## src/rtl/alu_issue_unit.sv

```systemverilog
// Issue front-end for the 8-bit combinational ALU: accepts a request, presents
// register-file operands to the ALU, writes the result back and returns a response.
module alu_issue_unit #(
    parameter int REG_ADDR_W = 2
) (
    input  logic                  clk,
    input  logic                  rst,
    input  logic                  req_valid,
    output logic                  req_ready,
    input  logic [3:0]            req_op,
    input  logic [REG_ADDR_W-1:0] req_rd,
    input  logic [REG_ADDR_W-1:0] req_rs1,
    input  logic [REG_ADDR_W-1:0] req_rs2,
    input  logic [7:0]            req_imm,
    output logic [3:0]            alu_op,
    output logic [7:0]            alu_operand1,
    output logic [7:0]            alu_operand2,
    input  logic [7:0]            alu_result,
    output logic                  resp_valid,
    input  logic                  resp_ready,
    output logic [7:0]            resp_data,
    output logic [REG_ADDR_W-1:0] resp_rd,
    output logic                  resp_err,
    input  logic [REG_ADDR_W-1:0] dbg_addr,
    output logic [7:0]            dbg_data
);
    localparam int DEPTH = 2 ** REG_ADDR_W;

    localparam logic [3:0] OP_DIV = 4'd3;
    localparam logic [3:0] OP_MOD = 4'd4;
    localparam logic [3:0] OP_LDI = 4'd15;

    typedef enum logic [1:0] {
        IDLE = 2'd0,
        EXEC = 2'd1,
        RESP = 2'd2
    } state_t;

    state_t                  state_q;
    logic [7:0]              rf_q [DEPTH];
    logic [REG_ADDR_W-1:0]   rd_q;
    logic [7:0]              imm_q;
    logic [3:0]              alu_op_q;
    logic [7:0]              alu_operand1_q;
    logic [7:0]              alu_operand2_q;
    logic                    req_ready_q;
    logic                    resp_valid_q;
    logic [7:0]              resp_data_q;
    logic [REG_ADDR_W-1:0]   resp_rd_q;
    logic                    resp_err_q;

    logic                    exec_err_d;
    logic [7:0]              exec_data_d;

    // Operands are captured at accept time, so the ALU sees stable registers
    // for the whole EXEC cycle; no write-back can land between accept and EXEC.
    always_comb begin
        exec_err_d  = 1'b0;
        exec_data_d = 8'd0;
        if ((alu_op_q >= 4'd9) && (alu_op_q <= 4'd14)) begin
            exec_err_d = 1'b1;
        end else if (((alu_op_q == OP_DIV) || (alu_op_q == OP_MOD)) && (alu_operand2_q == 8'd0)) begin
            exec_err_d = 1'b1;
        end
        if (!exec_err_d) begin
            exec_data_d = (alu_op_q == OP_LDI) ? imm_q : alu_result;
        end
    end

    always_ff @(posedge clk) begin
        if (rst) begin
            state_q        <= IDLE;
            rd_q           <= '0;
            imm_q          <= 8'd0;
            alu_op_q       <= 4'd0;
            alu_operand1_q <= 8'd0;
            alu_operand2_q <= 8'd0;
            req_ready_q    <= 1'b1;
            resp_valid_q   <= 1'b0;
            resp_data_q    <= 8'd0;
            resp_rd_q      <= '0;
            resp_err_q     <= 1'b0;
            for (int i = 0; i < DEPTH; i++) begin
                rf_q[i] <= 8'd0;
            end
        end else begin
            case (state_q)
                IDLE: begin
                    if (req_valid) begin
                        alu_op_q       <= req_op;
                        alu_operand1_q <= rf_q[req_rs1];
                        alu_operand2_q <= rf_q[req_rs2];
                        rd_q           <= req_rd;
                        imm_q          <= req_imm;
                        req_ready_q    <= 1'b0;
                        state_q        <= EXEC;
                    end
                end
                EXEC: begin
                    if (!exec_err_d) begin
                        rf_q[rd_q] <= exec_data_d;
                    end
                    resp_data_q  <= exec_data_d;
                    resp_rd_q    <= rd_q;
                    resp_err_q   <= exec_err_d;
                    resp_valid_q <= 1'b1;
                    state_q      <= RESP;
                end
                RESP: begin
                    if (resp_ready) begin
                        resp_valid_q <= 1'b0;
                        req_ready_q  <= 1'b1;
                        state_q      <= IDLE;
                    end
                end
                default: begin
                    state_q <= IDLE;
                end
            endcase
        end
    end

    assign req_ready    = req_ready_q;
    assign resp_valid   = resp_valid_q;
    assign resp_data    = resp_data_q;
    assign resp_rd      = resp_rd_q;
    assign resp_err     = resp_err_q;
    assign alu_op       = alu_op_q;
    assign alu_operand1 = alu_operand1_q;
    assign alu_operand2 = alu_operand2_q;
    assign dbg_data     = rf_q[dbg_addr];

endmodule

```

## config.mk

```make
export PLATFORM = sky130hd
export DESIGN_NAME = alu_issue_unit
export DESIGN_NICKNAME = d
export VERILOG_FILES = /design/src/rtl/alu_issue_unit.sv
export SDC_FILE = /design/constraint.sdc
export NUM_CORES = 1
export LEC_CHECK = 0
export BUFFER_PORTS_ARGS = -buffer_cell sky130_fd_sc_hd__buf_2
export CORE_MARGIN = 2
export CORE_UTILIZATION = 55
export CTS_BUF_LIST = sky130_fd_sc_hd__clkbuf_8 sky130_fd_sc_hd__clkbuf_16
export CTS_CLUSTER_DIAMETER = 80
export CTS_CLUSTER_SIZE = 30
export DETAILED_ROUTE_END_ITERATION = 16
export MAX_ROUTING_LAYER = met4
export PLACE_DENSITY = 0.8
export SYNTH_ARGS = -nofsm -noshare
export SYNTH_HDL_FRONTEND = slang
export SYNTH_SLANG_ARGS = --single-unit
```

## constraint.sdc

```tcl
create_clock -name clk -period 3.1 [get_ports clk]
set_clock_uncertainty 0.15 [all_clocks]
set_input_delay 0.31 -clock clk [delete_from_list [all_inputs] [get_ports clk]]
set_output_delay 0.31 -clock clk [all_outputs]
set_load 0.02 [all_outputs]
```

==> metrics.md <==
| Metric | Value |
|---|---|
| Count leader, synth | `nand2_1` |
| H-tree depth | `3` |
| RD Place Congestion | `0.8537` |
| Initial Util | `0.5700` |
| Mean Syn Cell Area | `roughly 11 um2` |
| Worst slew pin tran | `around 1.1 ns` |
| Die height | `~85 um` |
| Post-Syn Nets | `about 350` |
| Final ANT Viol Nets | `0` |
| Outcome | `complete, no violations` |
| Total global routing overflow | `0` |
| CTS tree | `built` |
| Worst-path clk slew | `about 0.070 ns` |
| Synth cell types | `37` |
| Number of CTS-inserted buffers | `9` |
| Clk_lat worst skew | `~0.34 ns` |
| Routed wire length | `7672 um` |
| FP Rows | `29` |
| CTS Sinks | `77` |
| Clk buf depth | `2` |
| Relative slew margins | `0.2372` |
| Synth top area cells | `edfxtp_1 27%, dfxtp_1 25%, mux4_2 15%, nand2_1 6.7%, a21oi_1 4.8%` |
| Ports | `73` |
| Seq cells post-synth | `between 70 and 80` |
| Root Driver | `clkbuf_8` |
| Synth async-reset ratio | `0` |
| Drt wl/cell | `roughly 17 um` |
| Peak VDD IR | `roughly 0.00038 V` |
| Post-layout min period | `~2.4 ns` |
| Critical path fanouts, max | `8` |
| Critical Path Sink Type | `register` |
| Final hold violation count | `0` |
| Critical path's slowest cell | `o31ai_1` |
| Synthesized cell area | `approximately 0.0036 mm2` |
| Die width | `85.13 um` |
| Diode count | `0` |
| Final Max Tran Viols | `0` |
| EDFF count, synth | `32` |
| DP Worst Slack | `approximately 0.68 ns` |
| Post-CTS Setup Inserts | `0` |
| Synth top cells by count | `65 x nand2_1, 45 x dfxtp_1, 35 x a21oi_1` |
| Static leakage | `around 1.6 nW` |
| Setup TNS | `0 ns` |
| WS Path Type | `reg -> reg` |
| Vias in the first global route | `between 2,000 and 3,000` |
| Final setup violation count | `0` |
| Worst EP arrival | `around 2.2 ns` |
| DRC errors left | `0` |
| Largest net degree at the start of global routing | `45` |
| Peak Freq | `a little over 0.4 GHz` |
| Share of cells above drive strength 1 | `0.3299` |
| CTS resizes | `0` |
| Unrepaired setup endpoints after global routing | `false` |
| Die area | `0.007246 mm2` |
| GRT Util Overall | `0.2336` |
| First-pass GRT wire length | `about 13,000 um` |
| Most common flop cell mapped by yosys | `dfxtp_1` |
| Fin crit share | `0.7818` |
| HPWL after DPL | `roughly 5800 um` |
| CORE AREA | `roughly 0.0063 mm2` |
| DRT Pass-1 Iters | `4` |
| Hold buffer count at CTS | `0` |
| Nets | `just over 400` |
| Register area share after synthesis | `0.5143` |
| Hold crit path type | `in -> reg` |
| CP max stage delay | `roughly 0.96 ns` |
| Layout area overhead | `14.38%` |
| Post-synth top area share | `0.2655` |
| Yosys Warn Count | `0` |
| Max-Cap Viols | `0` |
| Crit-path cells | `nor3_2 > o31ai_2 > o31ai_1` |
| Vias/cell | `5.922` |
| Port bufs | `slightly above 70` |
| Power Dens Cells | `approximately 500 mW/mm2` |
| Post-synth top area cell | `edfxtp_1` |
| Drt initial violations | `between 200 and 250` |
| Initial antenna violation count | `0` |
| Cell count after synthesis | `~320` |
| Worst setup margin | `0.6764 ns` |
| CP required | `roughly 2.9 ns` |
| Crit path launch type | `register` |
| Vias | `2,736` |
## metrics by stage
| step | instances | utilization | instance area [um2] | total power, mW | hold slack (ns) |
|---|---|---|---|---|---|
| floorplan | 321 | - | 3620 | 1.399 | 0.2789 |
| global placement | 446 | 0.6268 | 3980 | 1.487 | 0.2897 |
| detailed placement | 446 | 0.6268 | 3980 | 1.498 | 0.2958 |
| CTS | 462 | 0.6520 | 4140 | 2.102 | 0.02567 |
| global route | 462 | 0.6520 | 4140 | 2.182 | 0.03319 |
| finish | 462 | 0.6520 | 4140 | 2.089 | 0.03916 |
## worst paths after layout
path                          startpoint                      end  slack [ns]  depth (start not counted)
setup / recovery  alu_op[1]$_SDFFE_PP0P_     rf_q[3][5]$_DFFE_PP_        0.68                          3
hold / removal                resp_ready  resp_valid$_SDFFE_PP0P_        0.04                          2
hold reg to reg    imm_q[4]$_SDFFE_PP0P_    imm_q[4]$_SDFFE_PP0P_        0.30                          2
setup reg to reg  alu_op[1]$_SDFFE_PP0P_     rf_q[3][5]$_DFFE_PP_        0.68                          3
## logic make-up (layout without fill, tap and decap cells)
| group | Yosys count | after routing | synth area share |
|---|---|---|---|
| AOI/OAI and AO/OA | 55 | 55 | 0.1020 |
| buffers and inverters | 33 | 97 | 0.04251 |
| DFF | 77 | 77 | 0.5143 |
| muxes | 32 | 32 | 0.1714 |
| and+or+nand+nor | 124 | 124 | 0.1697 |
## layer usage
layer  track usage  part of all wire
met5             -                 0
met4       0.09524             0.018
met3       0.06518             0.073
met2        0.3651              0.50
met1        0.2883              0.41
## area by class of cell
class	instances	area [um2]
clock buffer	9	123.9
fill	501	2210
timing repair buffer	77	397.9
sequential	77	1862
multi-input combinational	211	1609
tap	77	96.34
inverter	4	15.01
clock inverter	7	36.28
## cell usage in the layout, fill, tap and decap left out, types with 2 or more instances in the layout
master,Yosys,final
dfxtp_1,45,45
nand2b_1,2,2
buf_4,1,5
mux4_2,24,24
inv_1,4,7
nor3b_1,3,2
nor2_1,3,3
nor4_2,5,5
o311ai_2,2,2
mux2i_1,8,8
edfxtp_1,32,32
o31ai_1,9,9
nand3_1,8,8
nand2_1,65,65
clkbuf_8,0,9
o21ai_1,2,2
a21oi_1,35,35
buf_2,9,72
nor3_1,26,26
nor4_1,4,4
## sequential cells by signal (all words and copies together) (netlist names), 2 cells and up
| signal | flops |
|---|---|
| alu_op | 4 |
| resp_data | 8 |
| resp_rd | 2 |
| alu_operand1 | 8 |
| imm_q | 8 |
| state_q | 2 |
| alu_operand2 | 8 |
| rf_q | 32 |
| rd_q | 2 |
## critical path: cells and delay by family (launching register included)
| family | cells | cell delay, ns |
|---|---|---|
| AND/OR/NAND/NOR | 1 | 0.45 |
| flip-flops | 1 | 0.38 |
| AO/OA/AOI/OAI | 2 | 1.07 |
## power breakdown
group / total, mW / switching [mW] / leakage [nW] / internal (mW)
clock network: 0.616 / 0.337 / 0.0904 / 0.279
logic: 0.319 / 0.193 / 0.856 / 0.126
registers: 1.15 / 0.0435 / 0.701 / 1.11
total: 2.09 / 0.573 / 1.65 / 1.52
Note: power is estimated with default switching activity, not from simulation.
